File: config.mk
export PLATFORM = sky130hd
export DESIGN_NAME = lcd_seq_ctrl
export DESIGN_NICKNAME = d
export VERILOG_FILES = /design/src/rtl/lcd_seq_ctrl.sv
export SDC_FILE = /design/constraint.sdc
export NUM_CORES = 1
export LEC_CHECK = 0
export BUFFER_PORTS_ARGS = -buffer_cell sky130_fd_sc_hd__buf_2
export CAP_MARGIN = 0
export CELL_PAD_IN_SITES_DETAIL_PLACEMENT = 1
export CELL_PAD_IN_SITES_GLOBAL_PLACEMENT = 2
export CORE_ASPECT_RATIO = 2
export CORE_MARGIN = 3
export CORE_UTILIZATION = 39
export DETAILED_ROUTE_END_ITERATION = 7
export GPL_TIMING_DRIVEN = 0
export HOLD_SLACK_MARGIN = 0.15
export PLACE_DENSITY = 0.93
export SLEW_MARGIN = 30
export SYNTH_ARGS = -nofsm -noshare
export SYNTH_HDL_FRONTEND = slang
export SYNTH_SLANG_ARGS = --single-unit
File: constraint.sdc
create_clock -name clk -period 4.3 [get_ports clk]
set_clock_uncertainty 0.05 [all_clocks]
set_input_delay 0.43 -clock clk [delete_from_list [all_inputs] [get_ports clk]]
set_output_delay 0.43 -clock clk [all_outputs]
set_load 0.01 [all_outputs]
File: src/rtl/lcd_seq_ctrl.sv
// LCD command/data sequencer.
// Walks a bank of table entries from index `count` down to 0. For each entry it
// issues a one-cycle write request, waits (bounded) for the write engine to
// finish, optionally settles for POST_DLY cycles, then moves on to the next
// entry. An abort or a write timeout ends the sequence and raises the sticky
// error flag.
module lcd_seq_ctrl #(
  parameter int IDX_W    = 5,
  parameter int POST_DLY = 50,
  parameter int TIMEOUT  = 1000
) (
  input  logic             clk,
  input  logic             rst,
  input  logic             start,
  input  logic             mode,
  input  logic [IDX_W-1:0] count,
  input  logic             abort,
  input  logic             wr_finish,
  output logic             wr_enable,
  output logic [IDX_W-1:0] idx,
  output logic             sel_init,
  output logic             busy,
  output logic             done,
  output logic             error
);

  // Counters hold values up to their parameter, so they never need to wrap.
  localparam int TO_W  = $clog2(TIMEOUT) + 1;
  localparam int DLY_W = $clog2(POST_DLY) + 1;

  // Counters count down to zero; zero marks the last cycle of the phase.
  localparam logic [TO_W-1:0]  TO_LOAD  = TO_W'(TIMEOUT - 1);
  localparam logic [DLY_W-1:0] DLY_LOAD = DLY_W'((POST_DLY > 0) ? (POST_DLY - 1) : 0);

  typedef enum logic [2:0] {
    IDLE  = 3'd0,
    WRITE = 3'd1,
    WAIT  = 3'd2,
    DELAY = 3'd3,
    NEXT  = 3'd4,
    DONE  = 3'd5
  } state_t;

  state_t           state;
  logic [TO_W-1:0]  to_cnt;
  logic [DLY_W-1:0] dly_cnt;

  // Sequencer FSM; wr_enable, busy and done are registered alongside the state
  // so that each one always reflects the state being entered.
  always_ff @(posedge clk or negedge rst) begin
    if (!rst) begin
      state     <= IDLE;
      wr_enable <= 1'b0;
      busy      <= 1'b0;
      done      <= 1'b0;
      error     <= 1'b0;
      idx       <= '0;
      sel_init  <= 1'b0;
      to_cnt    <= '0;
      dly_cnt   <= '0;
    end else begin
      wr_enable <= 1'b0;
      done      <= 1'b0;
      case (state)
        IDLE: begin
          if (start) begin
            state     <= WRITE;
            idx       <= count;
            sel_init  <= mode;
            error     <= 1'b0;
            wr_enable <= 1'b1;
            busy      <= 1'b1;
          end
        end

        DONE: begin
          state <= IDLE;
          busy  <= 1'b0;
        end

        default: begin
          // Abort outranks every other transition in the active states.
          if (abort) begin
            state <= IDLE;
            error <= 1'b1;
            busy  <= 1'b0;
          end else begin
            case (state)
              WRITE: begin
                to_cnt <= TO_LOAD;
                state  <= WAIT;
              end

              WAIT: begin
                // A finish on the last allowed cycle still counts as success.
                if (wr_finish) begin
                  if (POST_DLY == 0) begin
                    state <= NEXT;
                  end else begin
                    dly_cnt <= DLY_LOAD;
                    state   <= DELAY;
                  end
                end else if (to_cnt == '0) begin
                  state <= DONE;
                  error <= 1'b1;
                  done  <= 1'b1;
                end else begin
                  to_cnt <= to_cnt - 1'b1;
                end
              end

              DELAY: begin
                if (dly_cnt == '0) begin
                  state <= NEXT;
                end else begin
                  dly_cnt <= dly_cnt - 1'b1;
                end
              end

              NEXT: begin
                // Index 0 is the final entry; idx is never decremented past it.
                if (idx == '0) begin
                  state <= DONE;
                  done  <= 1'b1;
                end else begin
                  idx       <= idx - 1'b1;
                  state     <= WRITE;
                  wr_enable <= 1'b1;
                end
              end

              default: begin
                state <= IDLE;
                busy  <= 1'b0;
              end
            endcase
          end
        end
      endcase
    end
  end

endmodule

==> summary.txt <==
Route
  • Router iterations before antenna repair: 4
  • Avg WL per Cell: 18.3 um
  • Vias: 1728
  • DRC viols: 0
  • Detail Route Antenna Nets: 0
  • Final WL: 5130 um
  • DRT iter0 DRCs: 40
  • DR vias/cell: 6.15

Clock network
  • Clock Tree Root: clkbuf_8
  • Number of post-CTS setup repair buffers: 0
  • Clock sinks: 31
  • Clk Latency, worst-skew pair: 290 ps
  • Clock buffer depth: 2
  • CTS tree: done
  • Cts bufs inserted: 5
  • H-tree depth: 2
  • Clock slew at reported path FFs: roughly 70 ps
  • CTS Hold Bufs: 0
  • Post-CTS Resized: 0

Finish
  • Share of cells above drive strength 1: 19.0%
  • Design Area, Final: 0.00212 mm^2
  • Multi-input gate area: 0.00102 mm^2
  • Final Non-Filler Cells: 281
  • Seq. cell area: 776 um^2
  • Post-layout util: 45.8%
  • Area growth, synth to finish: 13.5%
  • Nets: 241
  • Fillers: 591
  • Number of diodes: 0

Die
  • Core Area: 0.00464 mm^2
  • Rows: 35
  • DIE AREA: 0.00572 mm^2
  • Die height: between 100 and 150 um
  • Boundary Pins: 21
  • Starting Density: 40.3%
  • Die Span X: roughly 55 um

Power and ir drop
  • Sw frac: 42.4%
  • Clock Power Share: 18.5%
  • Overall power: 1.24 mW
  • Max IR drop VDD: 0.000268 V
  • Reg power frac: between 30 and 40%
  • Cell Pwr Density: about 600 mW/mm^2
  • Net Sw Power: 0.525 mW
  • P_int: 0.713 mW
  • Leak: 0.829 nW
  • Logic pwr share: 44.2%

Critical path
  • Reg2Reg Setup Slack: 2210 ps
  • Cell Chain, Critical Path: inv_1 -> ha_1 -> nor3b_1 -> nand4_1 -> nand3_1 -> o311ai_0
  • Critical-path maximum fanout: 9
  • Data arrival, critical path: 2190 ps
  • Critical path type: flip-flop to flip-flop
  • Critical Path RT: 4390 ps
  • Crit. End Element: flip-flop
  • Critical path's slowest cell: nand4_1
  • CP max stage delay: 400 ps
  • Crit start category: flip-flop

Place
  • Placed cell count: between 200 and 300
  • Placed instance area: 0.00204 mm^2
  • # port buffers: 20
  • Place WS: roughly 2000 ps
  • DP Wirelength: roughly 3800 um
  • GPL Wtd Cong: ~0.73

Timing
  • Final hold slack: 146 ps
  • Max Clk Rate: between 400 and 500 MHz
  • Final min period: 2090 ps
  • RSZ-0062 raised after global routing: false
  • Final setup violation count: 0
  • Fin worst setup slack: 2210 ps
  • Rel. slew slack: 50.1%
  • Slew Viols, Final: 0
  • Final period util: 48.7%
  • Final hold violations: 0
  • Fin Setup TNS: 0 ps
  • Worst Tran Pin Value: 749 ps

Synthesis
  • Yosys top cell area share: 41.4%
  • Ys async rst share: 100%
  • Post-synthesis sequential area ratio: 41.4%
  • #FFs+latches synth: 31
  • Syn Std Cell Area: roughly 0.0019 mm^2
  • Yosys Warn Count: 0
  • Avg Cell Area, Syn: between 9 and 10 um^2
  • Main area contributors after synthesis: dfrtp_1 (41%), ha_1 (3.3%), nor4_1 (3.0%), o31ai_1 (2.8%), and4_1 (2.8%)
  • Syn Nets: 214
  • Number of flops mapped to enable cells by yosys: 0
  • Mapped Cells: 198
  • Post-synth cell types: 52
  • Top FF cell, synth: dfrtp_1
  • Synth area leader: dfrtp_1

Global routing
  • Largest net degree at the start of global routing: 32
  • Vias in the first global route: 1877
  • Congestion Overflow GR: 0
  • GRT Total Usage: a little over a fifth
  • First-pass GRT wire length: ~9000 um
  • Initial antenna violation count: 0

Flow run
  • Maxcap violations: 0

Status
  • Status: finished clean

Min path
  • HP Class: input pin to asynchronous set/reset pin
path summary, 6_finish.rpt:
check / to / cells past startpoint / start
setup / recovery: state[1]$_DFFE_PN0P_ / 6 / to_cnt[0]$_DFFE_PN0P_
hold / removal: to_cnt[2]$_DFFE_PN0P_ / 1 / rst
setup reg to reg: state[1]$_DFFE_PN0P_ / 6 / to_cnt[0]$_DFFE_PN0P_
hold reg to reg: error$_DFFE_PN0P_ / 2 / error$_DFFE_PN0P_
max in group asynchronous: dly_cnt[4]$_DFFE_PN0P_ / 1 / rst
min in group clk: sel_init$_DFFE_PN0P_ / 2 / mode
power by group through the flow:
stage	clock, mW	combinational [mW]	sequential (mW)
after detailed placement	0	0.545	0.468
after floorplan	0	0.367	0.468
after CTS	0.234	0.554	0.463
after global routing	0.244	0.620	0.481
final	0.229	0.547	0.462
after global placement	0	0.528	0.465
worst max-delay path: cells and delay by family, from the launching register on:
| family | cells | cell delay (ps) |
|---|---|---|
| flops | 1 | 370 |
| buf+inv | 1 | 120 |
| compound gates | 1 | 140 |
| simple gates | 3 | 1060 |
| fa+ha+maj | 1 | 210 |
logic make-up (layout without fill, tap and decap cells):
family | Yosys count | count (layout) | synth area share (%)
muxes | 6 | 6 | 3.34
buffers and inverters | 18 | 46 | 3.81
DFF | 31 | 31 | 41.4
AOI/OAI and AO/OA | 51 | 51 | 18.9
adders and majority gates | 5 | 5 | 3.34
xor gates and xnor gates | 1 | 1 | 0.468
and+or+nand+nor | 86 | 86 | 28.7
placed cells by master (no fill, tap or decap), types with 3 or more instances in the layout:
cell type and n:
clkbuf_8 5, a21oi_1 8, nand3_1 3, a31oi_1 5, and2_1 3, o31ai_1 7, clkbuf_1 4, or4_1 6
ha_1 5, nor3b_1 4, nor3_1 9, o21ai_1 5, buf_2 23, nor2b_1 5, nand2_1 10, mux2i_1 4
inv_1 9, and4_1 6, clkinv_2 3, nor2_1 13, nor4_1 9, o21ai_0 8, dfrtp_1 31, o221a_2 3
final cells by class:
class | instances | share of cell area, %
inverter | 10 | 1.77
sequential | 31 | 36.5
timing repair buffer | 20 | 4.71
multi-input combinational | 149 | 48.2
clock inverter | 3 | 0.707
clock buffer | 5 | 3.24
buffer | 8 | 1.59
tap | 55 | 3.24
per-layer routing:
layer  wire (um)  vias to the layer above  global-route usage, %
met5           0                        -                      0
met4         169                        0                   10.3
met3         107                       12                   2.87
met2        2940                       23                   36.6
met1        1920                      878                   23.3
li1            -                      815                      -
sequential cells by signal (all words and copies together) (netlist names):
register   cells
to_cnt        11
dly_cnt        7
idx            5
state          3
busy           1
done           1
error          1
sel_init       1
wr_enable      1
Yosys cell counts (all sizes together), types with 2 or more instances:
cell type / instances
mux2: 2
a21oi: 8
inv: 10
nor3b: 5
or2: 2
nor3: 10
o21a: 2
a311oi: 2
buf: 4
o221a: 3
a211oi: 2
a31oi: 5
nand2: 10
or3b: 3
o21ai: 13
nor4: 10
or4: 6
o31ai: 7
clkbuf: 4
and2: 3
or3: 2
dfrtp: 31
o311ai: 2
mux2i: 4
nor2b: 5
and4: 6
ha: 5
nand3: 3
nor2: 13
nand4b: 2
nand4: 2
No activity file was read; power rests on OpenSTA's default activity.
